## src/rtl/switch_allocator_rr.sv

```systemverilog
`default_nettype none
// ============================================================================
// Module  : switch_allocator_rr
// Brief   : Per-output round-robin allocator for the XY mesh switch crossbar.
//           Optional packet locking (wormhole) when PKT_LOCK_EN is defined.
// Revision: 1.0 - initial release
// ============================================================================
module switch_allocator_rr #(
  parameter int PORT_N     = 5,
  parameter int OUTPUT_N_W = 3
) (
  input  logic                           clk_i,
  input  logic                           rst_ni,
  input  logic [PORT_N-1:0]              req_valid_i,
  input  logic [PORT_N*OUTPUT_N_W-1:0]   req_sel_i,
  input  logic [PORT_N-1:0]              req_last_i,
  input  logic [PORT_N-1:0]              out_ready_i,
  output logic [PORT_N-1:0]              out_valid_o,
  output logic [PORT_N*OUTPUT_N_W-1:0]   xbar_sel_o,
  output logic [PORT_N-1:0]              grant_o
);

  // One extra bit so PORT_N itself is representable even when PORT_N == 2^W.
  localparam logic [OUTPUT_N_W:0] c_PORT_N_X = (OUTPUT_N_W+1)'(PORT_N);
  localparam logic [OUTPUT_N_W:0] c_LAST_IDX = (OUTPUT_N_W+1)'(PORT_N-1);

  logic [OUTPUT_N_W-1:0] r_ptr  [PORT_N];
  logic [OUTPUT_N_W-1:0] w_tgt  [PORT_N];
  logic [OUTPUT_N_W-1:0] w_win  [PORT_N];
  logic [OUTPUT_N_W-1:0] w_nxt  [PORT_N];
  logic [PORT_N-1:0]     w_elig [PORT_N];
  logic [PORT_N-1:0]     w_has;
  logic [PORT_N-1:0]     w_xfer;

`ifdef PKT_LOCK_EN
  logic [PORT_N-1:0]     r_lock_vld;
  logic [OUTPUT_N_W-1:0] r_lock_in [PORT_N];
  logic [PORT_N-1:0]     w_last;
`else
  logic                  w_unused_last;
  assign w_unused_last = ^req_last_i;
`endif

  // Out-of-range selects fall back to output 0, mirroring the router.
  always_comb begin
    for (int i = 0; i < PORT_N; i++) begin
      w_tgt[i] = req_sel_i[i*OUTPUT_N_W +: OUTPUT_N_W];
      if ({1'b0, w_tgt[i]} >= c_PORT_N_X) w_tgt[i] = '0;
    end
  end

  always_comb begin
    for (int o = 0; o < PORT_N; o++) begin
      for (int i = 0; i < PORT_N; i++) begin
        w_elig[o][i] = req_valid_i[i] && (w_tgt[i] == OUTPUT_N_W'(o));
`ifdef PKT_LOCK_EN
        if (r_lock_vld[o] && (r_lock_in[o] != OUTPUT_N_W'(i))) w_elig[o][i] = 1'b0;
`endif
      end
    end
  end

  always_comb begin
    logic [OUTPUT_N_W:0] w_idx;
    for (int o = 0; o < PORT_N; o++) begin
      w_has[o] = 1'b0;
      w_win[o] = '0;
      for (int k = 0; k < PORT_N; k++) begin
        w_idx = {1'b0, r_ptr[o]} + (OUTPUT_N_W+1)'(k);
        if (w_idx >= c_PORT_N_X) w_idx = w_idx - c_PORT_N_X;
        for (int i = 0; i < PORT_N; i++) begin
          if (!w_has[o] && (w_idx == (OUTPUT_N_W+1)'(i)) && w_elig[o][i]) begin
            w_has[o] = 1'b1;
            w_win[o] = OUTPUT_N_W'(i);
          end
        end
      end
      w_xfer[o] = w_has[o] & out_ready_i[o];
      w_nxt[o]  = ({1'b0, w_win[o]} == c_LAST_IDX) ? '0 : w_win[o] + 1'b1;
    end
  end

`ifdef PKT_LOCK_EN
  always_comb begin
    for (int o = 0; o < PORT_N; o++) begin
      w_last[o] = 1'b0;
      for (int i = 0; i < PORT_N; i++) begin
        if (w_win[o] == OUTPUT_N_W'(i)) w_last[o] = req_last_i[i];
      end
    end
  end
`endif

  always_comb begin
    out_valid_o = '0;
    xbar_sel_o  = '0;
    grant_o     = '0;
    for (int o = 0; o < PORT_N; o++) begin
      out_valid_o[o] = w_has[o];
      xbar_sel_o[o*OUTPUT_N_W +: OUTPUT_N_W] = w_win[o];
      for (int i = 0; i < PORT_N; i++) begin
        if (w_xfer[o] && (w_win[o] == OUTPUT_N_W'(i))) grant_o[i] = 1'b1;
      end
    end
  end

  // Priority only rotates on an actual transfer; back-pressure holds it.
  always_ff @(posedge clk_i or negedge rst_ni) begin
    if (!rst_ni) begin
      for (int o = 0; o < PORT_N; o++) begin
        r_ptr[o] <= '0;
`ifdef PKT_LOCK_EN
        r_lock_in[o]  <= '0;
        r_lock_vld[o] <= 1'b0;
`endif
      end
    end else begin
      for (int o = 0; o < PORT_N; o++) begin
        if (w_xfer[o]) begin
`ifdef PKT_LOCK_EN
          if (w_last[o]) begin
            r_ptr[o]      <= w_nxt[o];
            r_lock_vld[o] <= 1'b0;
          end else begin
            r_lock_vld[o] <= 1'b1;
            r_lock_in[o]  <= w_win[o];
          end
`else
          r_ptr[o] <= w_nxt[o];
`endif
        end
      end
    end
  end

endmodule
`default_nettype wire

```

## config.mk

```make
export PLATFORM = sky130hd
export DESIGN_NAME = switch_allocator_rr
export DESIGN_NICKNAME = d
export VERILOG_FILES = /design/src/rtl/switch_allocator_rr.sv
export SDC_FILE = /design/constraint.sdc
export NUM_CORES = 1
export LEC_CHECK = 0
export ABC_AREA = 1
export CORE_UTILIZATION = 55
export DETAILED_ROUTE_END_ITERATION = 10
export GPL_TIMING_DRIVEN = 1
export PLACE_DENSITY = 0.83
export SYNTH_ARGS = -nofsm -noshare
export SYNTH_HDL_FRONTEND = slang
export SYNTH_SLANG_ARGS = --single-unit
```

## constraint.sdc

```tcl
create_clock -name clk_i -period 9.1 [get_ports clk_i]
set_input_delay 2.73 -clock clk_i [delete_from_list [all_inputs] [get_ports clk_i]]
set_output_delay 2.73 -clock clk_i [all_outputs]
set_load 0.05 [all_outputs]
```

==> results.md, run 1 <==
* Post-synth EDFFs at 0
* CP required at 6.37 ns
* Pre-antenna DRT Iters at 6
* Antenna violations before repair at 0
* Clk_lat worst skew at 0.26 ns
* Core box area at 12600 um^2
* Post-Synth Simple-Gate Area at 48.3%
* Critical path data arrival time at 6.20 ns
* Synth Area in XOR/XNOR at 3.45%
* Clock root cell: clkbuf_16
* Worst path slowest cell: clkdlybuf4s50_1
* Top FF cell, synth: dfrtp_1
* Clock share of power at 2.8%
* Met3 WL at 1.52 mm
* Vert. Die Dim at 116 um
* GR Overflow Total at 0
* Largest net degree at the start of global routing at 18
* Sw frac at 64.2%
* Worst R2R Path Depth at 27
* Most frequent cells in the layout: nand2_1 (245), inv_1 (230), nor2_1 (152)
* Critical Path Source: req_valid_i[4]
* Synth area leader: ha_1
* Vias after detailed routing at 8629
* Reg2Reg Capture Point: r_ptr[11]
* Logic pwr share at 91.5%
* Routed WL at 21.2 mm
* Final Setup Violations at 0
* Ys async rst share at 100%
* Leakage at 4.77 nW
* Worst slew margin at 42.1%
* Max-cap viol count at 0
* Clk sinks at 15
* Post-synth top area share at 15.3%
* Setup CP Type: input pin to output pin
* Crit end category: output pin
* Int Pwr at 0.00121 W
* Timing endpoint of the critical path: grant_o[1]
* P&R area growth vs syn at 21.4%
* #FFs+latches synth at 15
* Yosys warns at 0
* CP bufs+invs at 6
* Highest routed layer: met4
* Worst slew pin tran at 0.866 ns
* Max Buffers Root-to-Sink at 2
* Worst r2r src: r_ptr[9]
* Biggest register: r_ptr
* Clock period minus worst slack at 8.93 ns
* Synth Instances at 1261
* Hold Violations, Final at 0
* Post-DP HPWL at 16.8 mm
* Max reg flops at 15
* Area contributors post-synth: ha_1 (15%), nand2_1 (13%), inv_1 (13%)
* First-pass GRT wire length at 32.7 mm
* Post-Syn Area at 7110 um^2
* Crit path launch type: input pin
* Cell count after placement at 1519
* Tcrit/Tclk final at 98.2%
* N_diodes at 0
* Worst-path clk slew at 0.06 ns
* Nets@finish at 1495
* Ports at 57
* Ratio of cells with drive above 1 in the final layout at 15.5%
* Wire length per cell at 13.7 um
* Seq/Total Area, Yosys at 5.28%
* Port bufs at 51
* Status: finished clean
* CTS tree: done
* Peak VDD IR at 0.617 mV
* RePlAce Congestion at 0.944
* Max H-tree Level at 1
* R2r setup slk at 4.15 ns
* Synth unique cells at 48
* Power density over cell area at 393 nW/um^2
* FP Rows at 41
* Multiplexer area fraction after synthesis at 0%
* Adder-Cell Fraction of Synth Area at 16.7%
* Synthesized Nets at 1385
* Tot GR Track Use at 30.0%
* Vias in the first global route at 7365
* Met2 Wirelength at 9.79 mm
* Fillers at 1136
* Power Total at 0.00339 W
* Die Area at 13400 um^2
* Switching power at 0.00218 W
* Cell mode on critical path: nor2_2
* Largest family of logic cells by synthesized area: simple AND/OR/NAND/NOR gates
* Initial Util at 56.3%
* Hold Buf Count CTS at 0
* Family with the most delay on the worst path: simple AND/OR/NAND/NOR gates
* Compound-Gate Fraction of Synth Area at 12.5%
* DRC violations left at 0
* Critical path's largest stage delay at 0.49 ns
* Max-slew violations at 0
* Vias per cell at 5.60
* Die width at 116 um
* Stages on the worst setup path at 24
* Starting DRC count in detailed routing at 848
* Final Non-Filler Cells at 1542
* Wire length on met1 at 9.39 mm
* Peak Freq at 0.112 GHz
* Num CTS Buffers at 3
* Worst Skew at 0.00290 ns
* Largest registers: r_ptr (15)
* Antenna Violating Nets Remaining at 0
* Critical path peak fanout at 3
* Sequential Power Share at 5.7%
* Commonest non-fill, non-tap cell in the layout: nand2_1
* Worst path cell trace: clkdlybuf4s50_1 -> nand3_2 -> inv_1 -> nand4_1 -> nor3_2 -> nor2_2 -> nand4_1 -> nor2_2 -> nand4_2 -> nor2_2 -> nand4_1 -> nor2_2 -> nand4_2 -> nor2_2 -> inv_2 -> nor4_4 -> nor3_2 -> buf_4 -> ha_1 -> inv_1 -> nor2_1 -> nor2_1 -> nand2_1 -> buf_4
* Min-delay worst type: flop to flop
* Synth Area per Inst at 5.64 um^2
what timing repair did:
item	CTS	global route
gates resized for setup	10	74
endpoints found under the setup margin	3	7
pin swaps	6	38
setup buffers	4	15
layout make-up:
cell class	count	area (um^2)	area share, %
tap	172	215	2.49
clock buffer	4	78.8	0.914
timing repair buffer	113	1040	12.0
sequential	15	375	4.35
multi-input combinational	993	6000	69.5
inverter	245	920	10.7
worst min-delay path by stage:
stage | from | end | slack, ns | cells after the start
after floorplan | r_ptr[6] | r_ptr[6] | 0.66 | 2
after global placement | r_ptr[9] | r_ptr[9] | 0.82 | 2
after detailed placement | r_ptr[9] | r_ptr[9] | 0.84 | 2
after CTS | r_ptr[9] | r_ptr[9] | 0.84 | 2
after global routing | r_ptr[9] | r_ptr[9] | 0.90 | 2
final | r_ptr[9] | r_ptr[9] | 0.85 | 2
routing by layer:
| metal | vias to the layer above | track usage, % |
|---|---|---|
| li1 | 4363 | - |
| met1 | 3903 | 39.3 |
| met2 | 324 | 51.3 |
| met3 | 39 | 4.03 |
| met4 | 0 | 8.72 |
| met5 | - | 0 |
tightest hold or removal path: cells and delay by family, from the launching register on:
| kind | cells | cell delay [ns] |
|---|---|---|
| compound gates | 1 | 0.07 |
| flops | 1 | 0.59 |
| simple gates | 1 | 0.15 |
cell usage after synthesis (6+ instances only):
library cell / number
nand2_1: 252
nor2_2: 15
o21ai_1: 13
nor3_1: 39
dfrtp_1: 15
inv_1: 237
nor4_1: 26
nand3_1: 119
nand2_2: 17
o22ai_1: 8
o21bai_1: 8
inv_2: 7
nand4_2: 12
o21ai_0: 61
ha_1: 87
nand3b_1: 8
xor2_1: 24
nor2_1: 170
o2111ai_1: 6
nand4_1: 42
a21oi_1: 30
logic make-up after synthesis:
family / after synthesis
AND/OR/NAND/NOR: 722
adder cells (fa/ha/maj): 92
AO/OA/AOI/OAI: 151
XOR/XNOR: 28
buffers and inverters: 253
flip-flops: 15
metrics by stage:
step / util [%] / setup WS, ns / area, um^2 / hold slack [ns] / setup TNS (ns)
final: 68.4 / 0.167 / 8630 / 0.852 / 0
after global routing: 68.4 / -0.0566 / 8630 / 0.903 / -0.169
after CTS: 65.4 / 0.00147 / 8250 / 0.841 / 0
after detailed placement: 64.4 / -0.0148 / 8120 / 0.842 / -0.0258
after global placement: 64.4 / 0.0243 / 8120 / 0.821 / 0
after floorplan: - / 0.535 / 7110 / 0.658 / 0
power groups by stage:
stage | Sequential (W) | Combinational (W) | Clock, W
after global placement | 0.000189 | 0.00284 | 0
after detailed placement | 0.000191 | 0.00290 | 0
after CTS | 0.000190 | 0.00294 | 0.0000941
final | 0.000192 | 0.00310 | 0.0000957
after global routing | 0.000202 | 0.00343 | 0.0000957
after floorplan | 0.000140 | 0.00221 | 0
Power figures use the tool's default switching activity.
==> run 2: changes to the inputs <==
- ABC_CLOCK_PERIOD_IN_PS: unset -> 9100
==> results of run 2 <==
The final DEF is identical to that of run 1; final timing and power are the same.
